File: config.mk
export PLATFORM = sky130hd
export DESIGN_NAME = gelato_warp_scheduler
export DESIGN_NICKNAME = d
export VERILOG_FILES = /design/src/rtl/gelato_warp_scheduler.sv
export SDC_FILE = /design/constraint.sdc
export NUM_CORES = 1
export LEC_CHECK = 0
export CAP_MARGIN = 30
export CORE_AREA = 2 2 95 97
export DETAILED_ROUTE_END_ITERATION = 10
export DIE_AREA = 0 0 97 99
export DONT_BUFFER_PORTS = 1
export HOLD_SLACK_MARGIN = 0.08
export MAX_ROUTING_LAYER = met4
export SYNTH_ARGS = -nofsm -noshare
export SYNTH_HDL_FRONTEND = slang
export SYNTH_HIERARCHICAL = 1
export SYNTH_SLANG_ARGS = --single-unit
File: constraint.sdc
create_clock -name clk -period 4.55 [get_ports clk]
set_clock_uncertainty 0.2 [all_clocks]
set_input_delay 0.455 -clock clk [delete_from_list [all_inputs] [get_ports clk]]
set_output_delay 0.455 -clock clk [all_outputs]
set_load 0.1 [all_outputs]
File: src/rtl/gelato_warp_scheduler.sv
// Per-SM warp scheduler: round-robin pick among ready warps, single-entry issue
// register with valid/ready handoff, per-warp in-flight limiting released by writeback.

module gelato_warp_slot #(
    parameter int MAX_INFLIGHT = 2,
    parameter int CNT_W        = 2
) (
    input  logic             clk,
    input  logic             rst,
    input  logic             inc,
    input  logic             dec,
    output logic [CNT_W-1:0] cnt,
    output logic             avail,
    output logic             err
);
    logic dec_ok;

    // A writeback against an empty counter is bogus: it is flagged and ignored,
    // so a coincident grant still counts.
    assign dec_ok = dec & (cnt != '0);
    assign err    = dec & (cnt == '0);
    assign avail  = cnt < CNT_W'(MAX_INFLIGHT);

    always_ff @(posedge clk or posedge rst) begin
        if (rst)
            cnt <= '0;
        else if (inc && !dec_ok)
            cnt <= cnt + CNT_W'(1);
        else if (dec_ok && !inc)
            cnt <= cnt - CNT_W'(1);
    end
endmodule

module gelato_warp_scheduler #(
    parameter int WARP_NUM     = 4,
    parameter int INST_WIDTH   = 32,
    parameter int MAX_INFLIGHT = 2,
    parameter int WID_W        = $clog2(WARP_NUM)
) (
    input  logic                           clk,
    input  logic                           rst,
    input  logic                           rdy,
    input  logic [WARP_NUM-1:0]            buf_valid,
    input  logic [WARP_NUM*INST_WIDTH-1:0] buf_inst,
    output logic [WARP_NUM-1:0]            buf_caught,
    input  logic [WARP_NUM-1:0]            warp_active,
    output logic                           issue_valid,
    output logic [WID_W-1:0]               issue_warp,
    output logic [INST_WIDTH-1:0]          issue_inst,
    input  logic                           issue_ready,
    input  logic                           wb_valid,
    input  logic [WID_W-1:0]               wb_warp,
    output logic                           sched_err
);
    localparam int CNT_W = $clog2(MAX_INFLIGHT + 1);

    typedef struct packed {
        logic [WID_W-1:0]      warp;
        logic [INST_WIDTH-1:0] inst;
    } issue_t;

    logic [WARP_NUM-1:0][CNT_W-1:0] cnt;
    logic [WARP_NUM-1:0]            avail;
    logic [WARP_NUM-1:0]            slot_err;
    logic [WARP_NUM-1:0]            eligible;
    logic [WARP_NUM-1:0]            grant_oh;
    logic [WID_W-1:0]               ptr;
    logic [WID_W-1:0]               grant;
    logic [WID_W-1:0]               idx;
    logic                           any;
    logic                           xfer;
    logic                           load;
    issue_t                         iss_q;

    assign eligible = buf_valid & warp_active & avail;
    assign xfer     = rdy & issue_valid & issue_ready;
    assign load     = rdy & (~issue_valid | xfer) & any;

    // Scan ptr+1 .. ptr+WARP_NUM; WARP_NUM is a power of two so the sum wraps.
    always_comb begin
        grant = '0;
        idx   = '0;
        any   = 1'b0;
        for (int k = 1; k <= WARP_NUM; k++) begin
            idx = ptr + WID_W'(k);
            if (!any && eligible[idx]) begin
                grant = idx;
                any   = 1'b1;
            end
        end
    end

    genvar i;
    generate
        for (i = 0; i < WARP_NUM; i++) begin : g_warp
            assign grant_oh[i]   = load & (grant == WID_W'(i));
            assign buf_caught[i] = grant_oh[i] & ~rst;

            gelato_warp_slot #(
                .MAX_INFLIGHT (MAX_INFLIGHT),
                .CNT_W        (CNT_W)
            ) u_slot (
                .clk   (clk),
                .rst   (rst),
                .inc   (grant_oh[i]),
                .dec   (wb_valid & (wb_warp == WID_W'(i))),
                .cnt   (cnt[i]),
                .avail (avail[i]),
                .err   (slot_err[i])
            );
        end
    endgenerate

    always_ff @(posedge clk or posedge rst) begin
        if (rst) begin
            issue_valid <= 1'b0;
            iss_q       <= '0;
            ptr         <= WID_W'(WARP_NUM - 1);
        end else if (load) begin
            issue_valid <= 1'b1;
            iss_q.warp  <= grant;
            iss_q.inst  <= buf_inst[grant*INST_WIDTH +: INST_WIDTH];
            ptr         <= grant;
        end else if (xfer) begin
            issue_valid <= 1'b0;
        end
    end

    always_ff @(posedge clk or posedge rst) begin
        if (rst)
            sched_err <= 1'b0;
        else if (|slot_err)
            sched_err <= 1'b1;
    end

    assign issue_warp = iss_q.warp;
    assign issue_inst = iss_q.inst;
endmodule

==> results_dict.tcl <==
set metrics [dict create \
    setup_slack_ns 1.24 \
    cp_max_fo 25 \
    yosysWarnings 6 \
    grt_pass1_wl_um 16300 \
    hpwl_um 7230 \
    syn_area_per_cell_um2 9.63 \
    hp-class "in2reg" \
    rrSetupSlack_ns 1.70 \
    endpoint_kind "primary output" \
    hold_slack_ns 0.103 \
    wl_um 10300 \
    rsz0062_at_grt "no" \
    ys.flop_type "dfrtp_1" \
    place_congestion 0.879 \
    drc 0 \
    worst_r2r_path_depth 9 \
    drive_gt1_share_pct 14.8 \
    boundaryPins 183 \
    synthCells 346 \
    holdPathStages 1 \
    antenna_found_initial 0 \
    fin_crit_sh_pct 72.7 \
    min_to "issue_valid" \
    wl_per_cell_um 23.3 \
    ys_ff_latch 46 \
    crit_top_cell "and3_1" \
    finalHoldViolCount 0 \
    fin_cells 445 \
    core_area_um2 8550 \
    cts.sinks 46 \
    grt_usage_pct 21.4 \
    syn_area_um2 3330 \
    place_inst 436 \
    h-tree-depth 2 \
    setup_violations 0 \
    power.leakage_nw 1.41 \
    crit_path_cell_trace "inv_1, nand3_2, nand4_1, and3_1, and3_1, buf_4" \
    crit_arrival_ns 2.65 \
    numCtsBuffers 5 \
    dieArea_um2 9600 \
    cpPeakStageDelay_ns 0.75 \
    clockBufferDepth 2 \
    r2r_start "g_warp[3].u_slot/cnt[1]" \
    grt_pass1_vias 2951 \
    diodes 0 \
    yosysTopAreaCellShare_pct 33.0 \
    grt-ovfl-total 0 \
    synth.area.top_cells "dfrtp_1, o22a_1, a221o_1" \
    critical_path.top_delay_family "simple AND/OR/NAND/NOR gates" \
    areaGrowthSynthToFinish_pct 6.42 \
    grt_max_degree 43 \
    post_cts_buffers 0 \
    start_util_pct 39.0 \
    final_net_count 483 \
    powerDensity_nw_per_um2 872 \
    async_flop_share_pct 100 \
    first_pass_iters 4 \
    ys_types 50 \
    worstPathRequired_ns 3.89 \
    crit_slowest_cell "and3_1" \
    vias_per_cell 6.74 \
    crit_buf_inv 2 \
    min_period_ns 3.31 \
    synth_edf_count 0 \
    postSynthNetCount 493 \
    die_w_um 97 \
    tightest_slew_ns 0.949 \
    die_y_um 99 \
    fmax_mhz 302 \
    status "completed" \
    drv_slew 0 \
    cts-root-buf "clkbuf_8" \
    first_iter_violations 131 \
    dr_total_vias 3000 \
    irDropWorstVdd_mv 0.311 \
    rr_endpoint "g_warp[0].u_slot/cnt[1]" \
    cts_tree "built" \
    place_ws_ns 1.58 \
    yosys.area.top_type "dfrtp_1" \
    path_depth 6 \
    rows 34 \
    clkTransAtPathRegs_ns 0.10 \
    hp-start "rdy" \
    detail-route-antenna-nets 0 \
    crit_type "reg2out" \
    insertion_delay_ns 0.30 \
    relSlewSlack_pct 36.7 \
    port_buffers 0 \
    yosysSeqAreaShare_pct 34.6 \
    startpoint_type "flip-flop" \
    maxCapViolCount 0 \
]
[how the worst max path moves through the flow]
| stage | startpoint | end | slack, ns |
|---|---|---|---|
| 4_1_cts | g_warp[3].u_slot/cnt[1] | buf_caught[1] | 1.23 |
| 2_1_floorplan | issue_valid | buf_caught[2] | -0.48 |
| 6_report | g_warp[3].u_slot/cnt[1] | buf_caught[1] | 1.24 |
| 5_1_grt | g_warp[3].u_slot/cnt[1] | buf_caught[0] | 0.99 |
| 3_5_place_dp | g_warp[3].u_slot/cnt[1] | buf_caught[1] | 1.58 |
| 3_3_place_gp | g_warp[3].u_slot/cnt[1] | buf_caught[0] | 1.60 |
[power by group]
part	total (W)	internal, W	switching [W]
registers	0.00191	0.000591	0.00132
logic	0.000929	0.000390	0.000539
clock network	0.000255	0.000108	0.000147
total	0.00309	0.00109	0.00200
[layout by cell type (no fill, tap or decap), drive strengths merged, types with 4 or more instances in the layout]
cell type  netlist  layout
o31ai           26      26
ha               4       4
dfrtp           44      44
xor2             4       4
xnor2            8       8
a221oi           6       6
nor3             4       4
nor2            18      18
nand2            7       7
clkbuf          11       7
and3             7       7
nor3b            5       5
mux2i            6       6
a21oi           29      29
nand3            9       9
inv             10       9
a221o           26      26
o22ai            7       7
o22a            26      26
buf             25      16
o21ai           12      12
nand4           28      28
[cell families (layout without fill, tap and decap cells)]
group / after synthesis / in the layout / synth area share (%)
xor+xnor: 12 / 12 / 3.15
compound gates: 148 / 148 / 35.7
flops: 46 / 46 / 34.6
mux: 6 / 6 / 1.80
simple gates: 84 / 84 / 14.9
fa+ha+maj: 4 / 4 / 1.50
buf+inv: 46 / 37 / 8.33
[sequential cells by signal (all words and copies together), names as in the netlist]
register           cells
issue_warp             2
sched_err              1
g_warp.u_slot/cnt      8
issue_valid            1
issue_inst            32
ptr                    2
[layout make-up]
class / count / area [um2]
inverter: 10 / 37.5
clock buffer: 5 / 68.8
tap: 108 / 135
sequential: 46 / 1150
fill: 872 / 5000
clock inverter: 3 / 21.3
multi-input combinational: 254 / 1930
timing repair buffer: 19 / 200
[metal layers]
metal,part of all wire (%),global-route usage [%],wire (um),vias up
met1,42,27.1,4310,1489
met5,0,-,0,-
met3,7.8,4.47,803,6
met2,50,36.0,5150,138
li1,-,-,-,1367
met4,0.75,4.01,78,0
[through the flow]
| step | cell area, um2 | power, W | setup TNS, ns | utilization, % |
|---|---|---|---|---|
| floorplan | 3330 | 0.00265 | -0.958 | - |
| detailed placement | 3450 | 0.00285 | 0 | 40.3 |
| finish | 3550 | 0.00309 | 0 | 41.5 |
| global placement | 3420 | 0.00282 | 0 | 40.0 |
| CTS | 3550 | 0.00311 | 0 | 41.5 |
| global route | 3550 | 0.00325 | 0 | 41.5 |
[Yosys cell counts, types with 2 or more instances]
| library cell | count |
|---|---|
| nand3_2 | 2 |
| nor4_1 | 2 |
| mux2i_1 | 6 |
| buf_4 | 2 |
| nand4_1 | 27 |
| and2_1 | 2 |
| a221oi_1 | 6 |
| nor2_1 | 17 |
| dfrtp_1 | 44 |
| o31ai_1 | 26 |
| buf_6 | 11 |
| ha_1 | 4 |
| nand3_1 | 6 |
| o21ai_0 | 12 |
| o22ai_1 | 7 |
| nor3_1 | 3 |
| a221o_1 | 21 |
| xor2_1 | 4 |
| a21oi_1 | 29 |
| inv_1 | 10 |
| o22a_1 | 26 |
| clkbuf_1 | 11 |
| xnor2_1 | 8 |
| nor3b_1 | 5 |
| dfstp_2 | 2 |
| and3_1 | 7 |
| a221o_2 | 5 |
| a22o_1 | 2 |
| nand2_1 | 7 |
| buf_2 | 12 |
[repair_timing]
item | in CTS | in global routing
setup endpoints to repair | 0 | 0
hold buffers | 1 | 0
hold endpoints to repair | 44 | 0
gates resized for setup | 0 | 0
(Power assumes the default switching activity.)
